`config.mk`:
```
export PLATFORM = sky130hd
export DESIGN_NAME = wb_sdram_traffic_master
export DESIGN_NICKNAME = d
export VERILOG_FILES = /design/src/rtl/wb_traffic_pkg.sv /design/src/rtl/wb_traffic_pattern_gen.sv /design/src/rtl/wb_sdram_traffic_master.sv
export SDC_FILE = /design/constraint.sdc
export NUM_CORES = 1
export LEC_CHECK = 0
export ABC_AREA = 0
export CAP_MARGIN = 10
export CORE_MARGIN = 4
export CORE_UTILIZATION = 25
export CTS_CLUSTER_SIZE = 12
export DETAILED_ROUTE_END_ITERATION = 16
export SLEW_MARGIN = 5
export SYNTH_ARGS = -nofsm -noshare
export SYNTH_HDL_FRONTEND = slang
export SYNTH_SLANG_ARGS = --single-unit
export TNS_END_PERCENT = 30
```
`constraint.sdc`:
```
create_clock -name wb_clk_i -period 7.8 [get_ports wb_clk_i]
set_clock_uncertainty 0.05 [all_clocks]
set_input_delay 1.56 -clock wb_clk_i [delete_from_list [all_inputs] [get_ports wb_clk_i]]
set_output_delay 1.56 -clock wb_clk_i [all_outputs]
set_load 0.05 [all_outputs]
```
`src/rtl/wb_traffic_pkg.sv`:
```
// Shared types and helpers for the Wishbone SDRAM traffic master.
// Latency: n/a (types, constants and a pure function only).
// Backpressure: n/a.
package wb_traffic_pkg;

    typedef enum logic [2:0] {
        IDLE,
        WAIT_INIT,
        WRITE,
        WR_GAP,
        READ,
        RD_GAP,
        DONE
    } state_t;

    localparam int          ACK_TIMEOUT_DEF = 1024;
    localparam logic [31:0] PAT_STEP_DEF    = 32'h0101_0101;

    // Word i of the test pattern: seed + i*step, wrapping at 2^32.
    function automatic logic [31:0] pat(input logic [31:0] seed,
                                        input logic [31:0] idx,
                                        input logic [31:0] step);
        pat = seed + idx * step;
    endfunction

endpackage

```
`src/rtl/wb_traffic_pattern_gen.sv`:
```
// Address/data generator for word idx of a traffic test (base + 4*idx, pattern word).
// Latency: purely combinational, zero cycles.
// Backpressure: none; outputs follow the inputs, caller holds inputs stable.
module wb_traffic_pattern_gen
    import wb_traffic_pkg::*;
#(
    parameter int          ADDR_W   = 32,
    parameter int          DATA_W   = 32,
    parameter int          CNT_W    = 8,
    parameter logic [31:0] PAT_STEP = PAT_STEP_DEF
) (
    input  logic [ADDR_W-1:0] base,
    input  logic [DATA_W-1:0] seed,
    input  logic [CNT_W-1:0]  idx,
    output logic [ADDR_W-1:0] addr,
    output logic [DATA_W-1:0] data
);

    // Byte address advances one 32-bit word per index; data from the shared pattern function.
    always_comb begin
        addr = base + (ADDR_W'(idx) << 2);
        data = DATA_W'(pat(32'(seed), 32'(idx), PAT_STEP));
    end

endmodule

```
`src/rtl/wb_sdram_traffic_master.sv`:
```
// Self-checking Wishbone B4 classic master: write N pattern words, read back, compare.
// Latency: each access is stb until ack plus one idle gap cycle; done 4*N cycles after first stb with a zero-wait slave.
// Backpressure: holds cyc/stb/adr/dat until ack; aborts to DONE after ACK_TIMEOUT stb cycles without ack.
module wb_sdram_traffic_master
    import wb_traffic_pkg::*;
#(
    parameter int          ADDR_W      = 32,
    parameter int          DATA_W      = 32,
    parameter int          CNT_W       = 8,
    parameter int          ACK_TIMEOUT = ACK_TIMEOUT_DEF,
    parameter logic [31:0] PAT_STEP    = PAT_STEP_DEF
) (
    input  logic              wb_clk_i,
    input  logic              wb_rst_i,
    input  logic              start_i,
    input  logic [ADDR_W-1:0] base_addr_i,
    input  logic [CNT_W-1:0]  num_words_i,
    input  logic [DATA_W-1:0] seed_i,
    input  logic              sdr_init_done_i,
    output logic              wb_cyc_o,
    output logic              wb_stb_o,
    output logic              wb_we_o,
    output logic [3:0]        wb_sel_o,
    output logic [ADDR_W-1:0] wb_adr_o,
    output logic [DATA_W-1:0] wb_dat_o,
    input  logic [DATA_W-1:0] wb_dat_i,
    input  logic              wb_ack_i,
    output logic              busy_o,
    output logic              done_o,
    output logic              pass_o,
    output logic [CNT_W-1:0]  err_count_o,
    output logic              timeout_o
);

    localparam int                TMO_W    = $clog2(ACK_TIMEOUT + 1);
    localparam logic [TMO_W-1:0]  TMO_LAST = TMO_W'(ACK_TIMEOUT - 1);
    localparam logic [ADDR_W-1:0] WORD_MSK = {{(ADDR_W-2){1'b1}}, 2'b00};

    state_t            state_q;
    state_t            state_d;
    logic [ADDR_W-1:0] base_q;
    logic [CNT_W-1:0]  num_q;
    logic [DATA_W-1:0] seed_q;
    logic [CNT_W-1:0]  idx_q;
    logic [TMO_W-1:0]  tmo_cnt_q;
    logic [CNT_W-1:0]  err_q;
    logic              timeout_q;
    logic              pass_q;

    logic [ADDR_W-1:0] cur_addr;
    logic [DATA_W-1:0] cur_data;
    logic              stb;
    logic              ack_hit;
    logic              tmo_hit;
    logic              mismatch;
    logic              err_inc;
    logic              start_hit;
    logic              last_word;

    wb_traffic_pattern_gen #(
        .ADDR_W   (ADDR_W),
        .DATA_W   (DATA_W),
        .CNT_W    (CNT_W),
        .PAT_STEP (PAT_STEP)
    ) u_pattern_gen (
        .base (base_q),
        .seed (seed_q),
        .idx  (idx_q),
        .addr (cur_addr),
        .data (cur_data)
    );

    // Per-cycle bus events: ack only counts while strobing, timeout fires on the last allowed stb cycle.
    always_comb begin
        stb       = (state_q == WRITE) || (state_q == READ);
        ack_hit   = stb && wb_ack_i;
        tmo_hit   = stb && !wb_ack_i && (tmo_cnt_q == TMO_LAST);
        mismatch  = (state_q == READ) && ack_hit && (wb_dat_i != cur_data);
        err_inc   = mismatch && (err_q != {CNT_W{1'b1}});
        start_hit = (state_q == IDLE) && start_i;
        last_word = (idx_q == num_q);
    end

    // State register.
    always_ff @(posedge wb_clk_i) begin
        if (wb_rst_i) begin
            state_q <= IDLE;
        end else begin
            state_q <= state_d;
        end
    end

    // Next-state logic.
    always_comb begin
        state_d = state_q;
        unique case (state_q)
            IDLE: begin
                if (start_i) state_d = WAIT_INIT;
            end
            WAIT_INIT: begin
                if (sdr_init_done_i) begin
                    if (num_q == '0) state_d = DONE;
                    else             state_d = WRITE;
                end
            end
            WRITE: begin
                if (ack_hit)      state_d = WR_GAP;
                else if (tmo_hit) state_d = DONE;
            end
            WR_GAP: begin
                if (last_word) state_d = READ;
                else           state_d = WRITE;
            end
            READ: begin
                if (ack_hit)      state_d = RD_GAP;
                else if (tmo_hit) state_d = DONE;
            end
            RD_GAP: begin
                if (last_word) state_d = DONE;
                else           state_d = READ;
            end
            DONE: begin
                state_d = IDLE;
            end
            default: begin
                state_d = IDLE;
            end
        endcase
    end

    // Test configuration, word index, ack watchdog and result registers.
    always_ff @(posedge wb_clk_i) begin
        if (wb_rst_i) begin
            base_q    <= '0;
            num_q     <= '0;
            seed_q    <= '0;
            idx_q     <= '0;
            tmo_cnt_q <= '0;
            err_q     <= '0;
            timeout_q <= 1'b0;
            pass_q    <= 1'b0;
        end else begin
            if (start_hit) begin
                base_q    <= base_addr_i & WORD_MSK;
                num_q     <= num_words_i;
                seed_q    <= seed_i;
                idx_q     <= '0;
                err_q     <= '0;
                timeout_q <= 1'b0;
                pass_q    <= 1'b0;
            end

            // Index advances per acked word and rewinds between write and read phases.
            if (ack_hit) begin
                idx_q <= idx_q + 1'b1;
            end else if ((state_q == WR_GAP) && last_word) begin
                idx_q <= '0;
            end

            // Watchdog counts stb cycles still waiting for ack.
            if (stb && !wb_ack_i) begin
                tmo_cnt_q <= tmo_cnt_q + 1'b1;
            end else begin
                tmo_cnt_q <= '0;
            end

            if (err_inc) begin
                err_q <= err_q + 1'b1;
            end

            if (tmo_hit) begin
                timeout_q <= 1'b1;
            end

            // Verdict folds in this edge's error/timeout so it is valid in the DONE cycle.
            if ((state_d == DONE) && (state_q != DONE)) begin
                pass_q <= (err_q == '0) && !err_inc && !timeout_q && !tmo_hit;
            end
        end
    end

    // Bus and status outputs; address/data/we are zero outside a bus cycle.
    always_comb begin
        wb_cyc_o    = stb;
        wb_stb_o    = stb;
        wb_we_o     = (state_q == WRITE);
        wb_sel_o    = stb ? 4'hF : 4'h0;
        wb_adr_o    = stb ? cur_addr : '0;
        wb_dat_o    = (state_q == WRITE) ? cur_data : '0;
        busy_o      = (state_q != IDLE) && (state_q != DONE);
        done_o      = (state_q == DONE);
        pass_o      = pass_q;
        err_count_o = err_q;
        timeout_o   = timeout_q;
    end

endmodule

```
Yosys cells after proc, flatten, opt, wreduce, memory -nomap -nowiden
Index checks and enable logic that the tools add are counted.
- RAM bits: 0
- bits in latches: 0
- bits in registers: 102
- memories: 0
- output and inout port bits: 83
- input bits: 109
- bits in read-only memories: 0
- reduce and logical (&&, ||, !) cells: 27
- add/sub/neg operators: 5
- shift-type cells: 0
- bitwise operators: 1
- eq/ne operators: 12
- multiply operators: 1
- $lt $le $gt $ge: 0
- divide/modulo/power cells: 0
- multiplexer cells: 19
- operator list (cell ; count):
    $mux W32 ; 2
    $add A32 B10 Y32 ; 1
    $add A32 B32 Y32 ; 1
    $mul A8 B25 Y32 const B ; 1
    $mux W8 ; 4
    $ne A32 B32 Y1 ; 1
    $mux W3 ; 7
    $pmux W3 S6 ; 1
    $add A8 B1 Y8 const B ; 2
    $logic_not A8 Y1 ; 2
    $logic_and A1 B1 Y1 ; 13
    $eq A3 B3 Y1 const B ; 4
    $add A11 B1 Y11 const B ; 1
    $eq A11 B10 Y1 const B ; 1
    $eq A8 B8 Y1 ; 1
    $ne A8 B8 Y1 const B ; 1
    $eq A3 B2 Y1 const B ; 2
    $reduce_bool A2 Y1 ; 3
    $reduce_bool A3 Y1 ; 2
    $logic_not A1 Y1 ; 4
    $mux W4 ; 1
    $eq A3 B1 Y1 const B ; 1
    $logic_not A3 Y1 ; 1
    $mux W1 ; 3
    5 further kinds ; 5

Longest topological paths before layout
Gate-level depths: netlist (run 1).
- depth in word-level cells: 11
- depth in mapped cells: 19

By module
From an unflattened synthesis (run 1), not the netlist that was laid out.
- cells, all modules: 1002
- area, all modules: 8011.4 um^2
- modules (own cells, without submodules) (module ; area each (um^2) ; cells an instance ; instances ; sequential area each (um^2)):
    wb_sdram_traffic_master ; 5032.3 ; 643 ; 1 ; 2042.0
    wb_traffic_pattern_gen ; 2979.1 ; 359 ; 1 ; 0.0

Least setup slack after synthesis (run 1)
No wires, ideal clock.
- path type: register -> output
- from: register idx_q[1]
- to: output port wb_dat_o[21]
- buffers on the path: 0
- data arrival time: 4218 ps
- cell stages (with the launch flop): 16
- slack: 1972 ps
- data required time: 6190 ps
- cell sequence: dfxtp_1 > ha_1 > ha_1 > ha_1 > inv_1 > fa_1 > inv_1 > ha_1 > inv_1 > fa_1 > or2b_1 > a21oi_2 > o31ai_1 > a21oi_1 > nor3_1 > nor3_1
- cells in the longest elaborated chain, start to end: 3
- RTL lines (what ; RTL line ; RTL):
    start, declared ; wb_sdram_traffic_master.sv:44 ; logic [CNT_W-1:0] idx_q;
    start signal, assigned ; wb_sdram_traffic_master.sv:155 ; idx_q <= idx_q + 1'b1;
    $mul A8 B25 Y32 ; wb_traffic_pkg.sv:23 ; pat = seed + idx * step;
    $add A32 B32 Y32 ; wb_traffic_pkg.sv:23 ;
    $mux W32 ; wb_sdram_traffic_master.sv:189 ; wb_dat_o = (state_q == WRITE) ? cur_data : '0;
    end, declared ; wb_sdram_traffic_master.sv:25 ; output logic [DATA_W-1:0] wb_dat_o,
No other way between the ends.

Worst setup path in the final report (run 1)
- from: register seed_q[1]
- to: output port wb_dat_o[31]
- cells in the longest elaborated chain, start to end: 2
- RTL lines (what ; RTL line ; RTL):
    start, declared ; wb_sdram_traffic_master.sv:43 ; logic [DATA_W-1:0] seed_q;
    start signal, assigned ; wb_sdram_traffic_master.sv:146 ; seed_q <= seed_i;
    $add A32 B32 Y32 ; wb_traffic_pkg.sv:23 ;
    $mux W32 ; wb_sdram_traffic_master.sv:189 ;
No other way between the ends.

==> results by group, run 1 <==
Run status
  • Status: complete, no violations

Detailed routing
  • Router iterations before antenna repair: 5
  • Total Wirelength: 29.3 mm
  • DRC: 0
  • Routed wire per std cell: 16.4 µm
  • Vias: 8800
  • Routed Antenna Nets: 0
  • Drt via density: 4.93
  • DR iter-0 viols: 562

Final layout
  • Final Cell Area: 11300 µm²
  • # fillers: 3739
  • Area Growth Syn to Fin: 28.0%
  • Finished Layout Cells: 1784
  • Final core occ: 32.6%
  • Share of cells above drive strength 1: 3.09%
  • Layout Nets: 1537

Hold path
  • Hold crit path type: reg -> reg

Yosys
  • Synth Warn #: 0
  • Share of the synthesized area in the top cell type: 23.1%
  • Number of synthesized flops with an enable pin: 0
  • Post-synth ARST share: 0%
  • Post-Syn Area: 8840 µm²
  • Sequential-to-total area share from yosys stat: 23.1%
  • Cells after Synth: 1190
  • Count leader, synth: nand2_1
  • Ranking of synthesized cells by area: dfxtp_1 23%, ha_1 14%, nand2_1 8.7%
  • Top FF cell, synth: dfxtp_1
  • Register bit total from synthesis: 102
  • Distinct cells, synth: 78
  • Synthesized area per cell: 7.43 µm²
  • Post-synth top cells: 204 x nand2_1, 122 x nor2_1, 118 x a21oi_1
  • Area leader, netlist: dfxtp_1

Setup path
  • CP arrival: 5.22 ns
  • Most frequent CP cell: ha_1
  • Crit path kind: reg -> out
  • Crit-path cells: ha_1 > ha_1 > ha_1 > inv_1 > fa_1 > inv_1 > ha_1 > inv_1 > fa_1 > or2b_1 > a21oi_2 > o311a_1 > o211ai_1 > nand2_1 > a21oi_1 > xor2_1 > nor2_1 > clkdlybuf4s50_1
  • Crit-path max cell delay: 0.82 ns
  • Critical-path top delay cell: clkdlybuf4s50_1
  • WP data required: 6.19 ns
  • Worst Setup Start Kind: register
  • CP endpoint kind: primary output
  • Crit path buf inv count: 4
  • Crit-path max FO: 8
  • CP top delay family: adder cells

Power and ir drop
  • Sequential share of power: 39.0%
  • Power Density: 134 nW/µm²
  • Clk pwr share: 30.5%
  • Power Total: 1.51 mW
  • Combinational power share: 30.6%
  • VDD IR max: 0.116 mV
  • Sw frac: 34.4%
  • Pleak: 4.52 nW
  • Total net switching power: 0.520 mW
  • Internal Power: 0.994 mW

Clock tree
  • H-tree Lvls: 3
  • Clock Tree Buf Depth: 2
  • Cts hold-fix bufs: 0
  • CTS sink count: 102
  • Clk_lat worst skew: 0.35 ns
  • CTS tree: done
  • Post-CTS setup buffer count: 0
  • CTS buffer count: 9
  • Clk root buf: clkbuf_16
  • Post-CTS sizing: 0
  • Clock-pin slew on the worst setup and hold paths: 0.08 ns

Place
  • Port Buf Inserts: 187
  • DP Area: 11000 µm²
  • Pre-CTS setup slack: 1.34 ns
  • GPL Wtd Cong: 0.867
  • Inst Count DP: 1768
  • DP HPWL: 22.9 mm

STA
  • Final slew viol count: 0
  • Fmax: 0.146 GHz
  • Setup TNS: 0 ns
  • Count of final hold-check violations: 0
  • Tightest Pin Transition: 1.04 ns
  • Post-layout min period: 6.83 ns
  • Final-report setup violation count: 0
  • Setup WS post-layout: 0.970 ns
  • Worst hold slack: 0.413 ns
  • Max transition margin: 29.9%
  • Tcrit/Tclk final: 87.6%
  • Unrepaired setup endpoints after global routing: no

Global routing
  • Largest net degree at the start of global routing: 88
  • Tot GR Track Use: 14.5%
  • Vias in the first global route: 8503
  • GRT overflow: 0
  • Initial antenna violation count: 3
  • Global-route wire length before repair: 45.5 mm

Die
  • Die H: 196 µm
  • Row count: 68
  • Starting density of the core: 25.5%
  • Io pins: 192
  • Core Box Area: 34700 µm²
  • Die Wd: 196 µm
  • Full die area: 38500 µm²

Run
  • MaxCap Viol Count: 0
==> final cells by class <==
cell class              instances  area (µm²)  share of cell area, %
repair buffers                194        1920                   16.9
inverters                      45         169                   1.49
well taps                     455         569                   5.03
flip-flops and latches        102        2040                   18.0
diodes                          1        2.50                 0.0221
clock buffers                   9         225                   1.99
clock inverters                 6        68.8                  0.608
multi-input cells             972        6330                   55.9
==> cells by family after synthesis <==
group	Yosys count	synth area share (%)
compound gates	251	18.1
xor+xnor	99	10.6
fa+ha+maj	104	15.2
buf+inv	117	5.47
flops	102	23.1
mux	5	0.580
other cells	1	0.0424
simple gates	511	26.9
==> per-layer routing <==
metal | routed length [µm] | up-vias | track usage [%] | part of all wire [%]
li1 | - | 4421 | - | -
met1 | 13800 | 4148 | 19.9 | 47
met2 | 13800 | 200 | 24.1 | 47
met3 | 1250 | 27 | 2.49 | 4.3
met4 | 331 | 4 | 2.69 | 1.1
met5 | 34 | - | 0 | 0.12
==> worst reg2reg max path, cell delays in order (launching register included) <==
cell      delay, ns
dfxtp_1        0.32
ha_1           0.19
ha_1           0.28
ha_1           0.18
inv_1          0.07
fa_1           0.43
inv_1          0.07
ha_1           0.17
inv_1          0.06
fa_1           0.41
or2b_1         0.27
a21oi_2        0.33
o311a_1        0.34
o211ai_1       0.30
a41oi_1        0.30
nand4_1        0.13
nor4_1         0.75
nand4_2        0.45
nand2_1        0.32
o221ai_1       0.13
==> sequential cells by signal, indices dropped and copies added (netlist names) <==
signal and flops:
pass_o 1, idx_q 8, err_count_o 8, tmo_cnt_q 11, base_q 30, seed_q 32, timeout_o 1, state_q 3
num_q 8
==> cells in the final DEF (no fill, tap or decap), types with 22 or more instances in the layout <==
cell / netlist / final
ha_1: 98 / 98
dfxtp_1: 102 / 102
nand3_1: 41 / 41
xnor2_1: 55 / 55
nor2_1: 122 / 122
inv_1: 45 / 45
a21oi_1: 118 / 118
nand2_1: 204 / 204
o21ai_0: 22 / 22
xor2_1: 39 / 39
clkdlybuf4s50_1: 0 / 186
==> final timing paths <==
check	from	to	slack, ns	cells past startpoint
setup reg to reg	seed_q[1]	err_count_o[5]	2.12	19
setup / recovery	seed_q[1]	wb_dat_o[31]	0.97	18
hold / removal	base_q[8]	base_q[8]	0.41	2
hold reg to reg	base_q[8]	base_q[8]	0.41	2
==> power groups by stage <==
stage,Clock (mW),Combinational (mW),Sequential [mW]
after floorplan,0,0.317,0.592
after global placement,0,0.461,0.601
after detailed placement,0,0.466,0.602
after CTS,0.483,0.469,0.590
after global routing,0.498,0.511,0.596
final,0.461,0.463,0.590
Power figures use the tool's default switching activity.
==> run 2, diff against run 1 <==
--- a/config.mk
+++ b/config.mk
@@ -7,6 +7,7 @@
 export LEC_CHECK = 0
 export ABC_AREA = 0
 export CAP_MARGIN = 10
+export CORE_ASPECT_RATIO = 0.9
 export CORE_MARGIN = 4
 export CORE_UTILIZATION = 25
 export CTS_CLUSTER_SIZE = 12
==> results by group, run 2 (synthesis gave the netlist of run 1 again) <==
Run status
  • Status: complete, no violations (unchanged)

Setup path
  • CP arrival: 5.14 ns (was 5.22 ns)
  • Crit-path cells: ha_1 > ha_1 > ha_1 > inv_1 > fa_1 > inv_1 > ha_1 > inv_1 > fa_1 > or2b_1 > a21oi_2 > buf_4 > o311a_1 > o211ai_1 > nand2_1 > a21oi_1 > xor2_1 > nor2_1 > clkdlybuf4s50_1 (was ha_1 > ha_1 > ha_1 > inv_1 > fa_1 > inv_1 > ha_1 > inv_1 > fa_1 > or2b_1 > a21oi_2 > o311a_1 > o211ai_1 > nand2_1 > a21oi_1 > xor2_1 > nor2_1 > clkdlybuf4s50_1)
  • R2r setup slk: 2.23 ns (was 2.12 ns)
  • WP data required: 6.19 ns (about the same)
  • Crit path kind: reg -> out (unchanged)
  • Reg2reg end: err_count_o[2] (was err_count_o[5])
  • Worst r2r src: seed_q[1] (unchanged)
  • CP top delay family: adder cells (unchanged)
  • Crit-path max FO: 8 (unchanged)
  • Crit-path max cell delay: 0.83 ns (was 0.82 ns)
  • WP depth: 19 (was 18)
  • Critical-path top delay cell: clkdlybuf4s50_1 (unchanged)
  • FF-to-FF path depth: 20 (was 19)
  • Most frequent CP cell: ha_1 (unchanged)
  • Crit path buf inv count: 5 (was 4)
  • Worst Setup Start Kind: register (unchanged)
  • CP endpoint kind: primary output (unchanged)

Global routing
  • Tot GR Track Use: 14.7% (was 14.5%)
  • GRT overflow: 0 (unchanged)
  • Largest net degree at the start of global routing: 88 (unchanged)
  • Global-route wire length before repair: 45.5 mm (about the same)
  • Vias in the first global route: 8515 (was 8503)
  • Initial antenna violation count: 1 (was 3)

STA
  • Setup TNS: 0 ns (unchanged)
  • Count of final hold-check violations: 0 (unchanged)
  • Fmax: 0.148 GHz (was 0.146 GHz)
  • Final slew viol count: 0 (unchanged)
  • Setup WS post-layout: 1.05 ns (was 0.970 ns)
  • Max transition margin: 23.9% (was 29.9%)
  • Post-layout min period: 6.75 ns (was 6.83 ns)
  • Tightest Pin Transition: 1.13 ns (was 1.04 ns)
  • Unrepaired setup endpoints after global routing: no (unchanged)
  • Final-report setup violation count: 0 (unchanged)
  • Tcrit/Tclk final: 86.6% (was 87.6%)
  • Worst hold slack: 0.413 ns (about the same)

Detailed routing
  • Router iterations before antenna repair: 6 (was 5)
  • Routed Antenna Nets: 0 (unchanged)
  • DR iter-0 viols: 472 (was 562)
  • Total Wirelength: 29.4 mm (was 29.3 mm)
  • Routed wire per std cell: 16.3 µm (was 16.4 µm)
  • Drt via density: 4.93 (about the same)
  • Vias: 8880 (was 8800)
  • DRC: 0 (unchanged)

Clock tree
  • Post-CTS sizing: 0 (unchanged)
  • H-tree Lvls: 3 (unchanged)
  • CTS sink count: 102 (unchanged)
  • Post-CTS setup buffer count: 0 (unchanged)
  • Clk_lat worst skew: 0.36 ns (was 0.35 ns)
  • CTS buffer count: 9 (unchanged)
  • Clock-pin slew on the worst setup and hold paths: 0.08 ns (about the same)
  • Cts hold-fix bufs: 0 (unchanged)
  • Clk root buf: clkbuf_16 (unchanged)
  • CTS tree: done (unchanged)
  • Clock Tree Buf Depth: 2 (unchanged)

Die
  • Io pins: 192 (unchanged)
  • Core Box Area: 35000 µm² (was 34700 µm²)
  • Row count: 65 (was 68)
  • Full die area: 38500 µm² (about the same)
  • Die H: 186 µm (was 196 µm)
  • Starting density of the core: 25.3% (was 25.5%)
  • Die Wd: 206 µm (was 196 µm)

Place
  • Pre-CTS setup slack: 1.43 ns (was 1.34 ns)
  • DP HPWL: 22.7 mm (was 22.9 mm)
  • Port Buf Inserts: 187 (unchanged)
  • GPL Wtd Cong: 0.880 (was 0.867)
  • DP Area: 11100 µm² (was 11000 µm²)

Hold path
  • Hold Startpoint: seed_q[13] (was base_q[8])
  • Hold crit path type: reg -> reg (unchanged)
  • Hold path depth: 2 (unchanged)
  • Worst Hold End: seed_q[13] (was base_q[8])

Final layout
  • Layout Nets: 1538 (was 1537)
  • Final Cell Area: 11400 µm² (was 11300 µm²)
  • # fillers: 3736 (was 3739)
  • Largest register FFs: 32 (unchanged)
  • Most flop-heavy register: seed_q (unchanged)
  • Most frequent cells in the layout: 204 x nand2_1, 186 x clkdlybuf4s50_1, 122 x nor2_1 (unchanged)
  • Largest regs: seed_q: 32 flops, base_q: 30 flops, tmo_cnt_q: 11 flops (unchanged)
  • Final core occ: 32.6% (about the same)
  • Commonest non-fill, non-tap cell in the layout: nand2_1 (unchanged)
  • Area Growth Syn to Fin: 28.7% (was 28.0%)
  • Share of cells above drive strength 1: 3.23% (was 3.09%)

Power and ir drop
  • VDD IR max: 0.109 mV (was 0.116 mV)
  • Pleak: 4.55 nW (was 4.52 nW)
  • Power Density: 137 nW/µm² (was 134 nW/µm²)

Run
  • MaxCap Viol Count: 0 (unchanged)
[run 2: cell count changes in the layout (fill, tap and decap cells not counted), sizes merged]
cell / delta
bufinv: +1
buf: +1
clkinvlp: -1
inv: +1
[run 2: how the worst max path moves through the flow]
stage | start | end | slack [ns]
5_1_grt | idx_q[1] | wb_dat_o[31] | 0.77
3_3_place_gp | idx_q[1] | wb_dat_o[31] | 1.50
6_report | seed_q[1] | wb_dat_o[31] | 1.05
3_5_place_dp | idx_q[1] | wb_dat_o[31] | 1.43
2_1_floorplan | idx_q[1] | wb_dat_o[21] | 1.97
4_1_cts | idx_q[1] | wb_dat_o[31] | 1.0
[run 2: worst register-to-register path, stage by stage (launching register included)]
cell and delay [ns]:
dfxtp_1 0.32, ha_1 0.20, ha_1 0.28, ha_1 0.18, inv_1 0.07, fa_1 0.41
inv_1 0.07, ha_1 0.16, inv_1 0.06, fa_1 0.41, or2b_1 0.27, a21oi_2 0.12
buf_4 0.16, o311a_1 0.28, o211ai_1 0.28, a41oi_1 0.30, nand4_1 0.13, nor4_1 0.80
nand4_2 0.45, nand2_1 0.31, o221ai_1 0.13
[run 2: area by class of cell]
type	instances	area, µm²	area share, %
repair buffers	195	1930	16.9
clock inverters	7	104	0.912
well taps	469	587	5.15
diodes	1	2.50	0.0220
clock buffers	9	225	1.98
flip-flops and latches	102	2040	17.9
inverters	45	169	1.48
multi-input cells	972	6330	55.6
[run 2: metal layers]
layer | vias up | global-route usage [%] | part of all wire (%)
met5 | - | 0 | 0
met4 | 0 | 4.04 | 2.5
met3 | 36 | 3.16 | 5.3
met2 | 228 | 22.7 | 43
met1 | 4183 | 20.8 | 49
li1 | 4433 | - | -
[run 2: power by group]
| group | internal (mW) | total, mW | switching (mW) | leakage, nW |
|---|---|---|---|---|
| registers | 0.557 | 0.590 | 0.0327 | 0.833 |
| clock network | 0.286 | 0.510 | 0.224 | 0.161 |
| logic | 0.186 | 0.464 | 0.279 | 3.55 |
[run 2: through the flow]
stage,cells,power [mW]
2_1_floorplan,1191,0.908
3_3_place_gp,1783,1.06
3_5_place_dp,1783,1.07
4_1_cts,1799,1.59
5_1_grt,1800,1.66
6_report,1800,1.56
==> run 3, diff against run 2 <==
--- a/config.mk
+++ b/config.mk
@@ -10,6 +10,7 @@
 export CORE_ASPECT_RATIO = 0.9
 export CORE_MARGIN = 4
 export CORE_UTILIZATION = 25
+export CTS_BUF_LIST = sky130_fd_sc_hd__clkbuf_8
 export CTS_CLUSTER_SIZE = 12
 export DETAILED_ROUTE_END_ITERATION = 16
 export SLEW_MARGIN = 5
==> results by group, run 3 (synthesis gave the netlist of run 1 again) <==
Detailed routing
  • WL met2: 12.8 mm (was 12.7 mm)
  • DRT met1 WL: 14.4 mm (about the same)
  • DR iter-0 viols: 441 (was 472)
  • Routed Antenna Nets: 0 (unchanged)
  • Vias: 8883 (was 8880)
  • DRC: 0 (unchanged)
  • Highest metal used: met4 (unchanged)
  • Drt via density: 4.94 (was 4.93)
  • Total Wirelength: 29.3 mm (was 29.4 mm)
  • Routed wire per std cell: 16.3 µm (about the same)
  • Router iterations before antenna repair: 5 (was 6)
  • Met3 WL: 1.49 mm (was 1.54 mm)

Setup path
  • Most frequent CP cell: ha_1 (unchanged)
  • CP top delay family: adder cells (unchanged)
  • R2r setup slk: 2.22 ns (was 2.23 ns)
  • Crit-path max FO: 8 (unchanged)
  • WP data required: 6.19 ns (about the same)
  • Crit-path max cell delay: 0.83 ns (about the same)
  • CP arrival: 5.19 ns (was 5.14 ns)
  • Critical-path top delay cell: clkdlybuf4s50_1 (unchanged)
  • CP endpoint kind: primary output (unchanged)
  • Worst Setup Start Kind: register (unchanged)
  • Crit-path cells: ha_1 > ha_1 > ha_1 > inv_1 > fa_1 > inv_1 > ha_1 > inv_1 > fa_1 > or2b_1 > a21oi_2 > buf_4 > o311a_1 > o211ai_1 > nand2_1 > a21oi_1 > xor2_1 > nor2_1 > clkdlybuf4s50_1 (unchanged)
  • Crit path kind: reg -> out (unchanged)
  • WP depth: 19 (unchanged)
  • FF-to-FF path depth: 20 (unchanged)
  • Crit path buf inv count: 5 (unchanged)

Place
  • DP Area: 11100 µm² (unchanged)
  • Inst Count DP: 1783 (unchanged)
  • Port Buf Inserts: 187 (unchanged)
  • GPL Wtd Cong: 0.880 (unchanged)
  • Pre-CTS setup slack: 1.43 ns (unchanged)
  • DP HPWL: 22.7 mm (unchanged)

STA
  • Final slew viol count: 0 (unchanged)
  • Max transition margin: 21.8% (was 23.9%)
  • Unrepaired setup endpoints after global routing: no (unchanged)
  • Final-report setup violation count: 0 (unchanged)
  • Setup WS post-layout: 0.998 ns (was 1.05 ns)
  • Tightest Pin Transition: 1.16 ns (was 1.13 ns)
  • Count of final hold-check violations: 0 (unchanged)
  • Worst hold slack: 0.417 ns (was 0.413 ns)
  • Fmax: 0.147 GHz (was 0.148 GHz)
  • Setup TNS: 0 ns (unchanged)
  • Tcrit/Tclk final: 87.2% (was 86.6%)
  • Post-layout min period: 6.80 ns (was 6.75 ns)

Clock tree
  • Post-CTS setup buffer count: 0 (unchanged)
  • Cts hold-fix bufs: 0 (unchanged)
  • H-tree Lvls: 3 (unchanged)
  • CTS buffer count: 9 (unchanged)
  • CTS tree: done (unchanged)
  • Clock Tree Buf Depth: 2 (unchanged)
  • Clk root buf: clkbuf_8 (was clkbuf_16)
  • Clk_lat worst skew: 0.39 ns (was 0.36 ns)
  • Clock-pin slew on the worst setup and hold paths: 0.11 ns (was 0.08 ns)
  • Post-CTS sizing: 0 (unchanged)
  • CTS sink count: 102 (unchanged)

Power and ir drop
  • Pleak: 4.50 nW (was 4.55 nW)
  • Power Density: 129 nW/µm² (was 137 nW/µm²)
  • VDD IR max: 0.0977 mV (was 0.109 mV)
  • Power Total: 1.45 mW (was 1.56 mW)

Final layout
  • Multi-input logic area: 6330 µm² (unchanged)
  • Largest regs: seed_q: 32 flops, base_q: 30 flops, tmo_cnt_q: 11 flops (unchanged)
  • Most flop-heavy register: seed_q (unchanged)
  • Final core occ: 32.3% (was 32.6%)
  • # fillers: 3732 (was 3736)
  • Layout Nets: 1538 (unchanged)
  • Commonest non-fill, non-tap cell in the layout: nand2_1 (unchanged)
  • Largest register FFs: 32 (unchanged)
  • Area Growth Syn to Fin: 27.6% (was 28.7%)
  • Register area: 2040 µm² (unchanged)
  • Share of cells above drive strength 1: 3.23% (unchanged)
  • Final Cell Area: 11300 µm² (was 11400 µm²)
  • Finished Layout Cells: 1800 (unchanged)
  • Most frequent cells in the layout: 204 x nand2_1, 186 x clkdlybuf4s50_1, 122 x nor2_1 (unchanged)

Global routing
  • Tot GR Track Use: 14.7% (about the same)
  • Global-route wire length before repair: 45.5 mm (about the same)
  • Largest net degree at the start of global routing: 88 (unchanged)
  • Initial antenna violation count: 1 (unchanged)
  • Vias in the first global route: 8528 (was 8515)
  • GRT overflow: 0 (unchanged)

Run
  • MaxCap Viol Count: 0 (unchanged)

Hold path
  • Hold path depth: 2 (unchanged)
  • Hold crit path type: reg -> reg (unchanged)

Run status
  • Status: complete, no violations (unchanged)

Die
  • Io pins: 192 (unchanged)
  • Die H: 186 µm (unchanged)
  • Core Box Area: 35000 µm² (unchanged)
  • Starting density of the core: 25.3% (unchanged)
  • Full die area: 38500 µm² (unchanged)
  • Die Wd: 206 µm (unchanged)
  • Row count: 65 (unchanged)
run 3: changes by cell type in the layout (fill, tap and decap cells not counted):
cell / previous run / this run
clkbuf_8: 0 / 9
clkbuf_16: 9 / 0
run 3: routing by layer:
layer	vias to the layer above	track usage (%)
met5	-	0
met4	0	3.94
met3	27	3.01
met2	209	22.7
met1	4215	20.8
li1	4432	-
run 3: area by class of cell:
cell class | instances | area share, %
diodes | 1 | 0.0222
clock buffers | 9 | 1.10
clock inverters | 7 | 0.920
inverters | 45 | 1.50
multi-input cells | 972 | 56.1
flip-flops and latches | 102 | 18.1
well taps | 469 | 5.20
repair buffers | 195 | 17.1
run 3: final timing paths:
path / startpoint / to
worst max-delay path: seed_q[1] / wb_dat_o[31]
worst min register to register: base_q[4] / base_q[4]
worst min-delay path: base_q[4] / base_q[4]
worst max register to register: seed_q[1] / err_count_o[2]
run 3: power by group:
group          internal, mW  leakage, nW  switching (mW)
combinational         0.186         3.55           0.278
sequential            0.557        0.833          0.0326
clock                 0.186        0.115           0.211
total                 0.929         4.50           0.522
run 3: worst register-to-register path, delay by kind of cell (launching register included):
kind / cells / cell delay, ns
buffers and inverters: 4 / 0.37
AOI/OAI and AO/OA: 5 / 1.12
DFF: 1 / 0.33
and+or+nand+nor: 5 / 1.94
adders and majority gates: 6 / 1.64
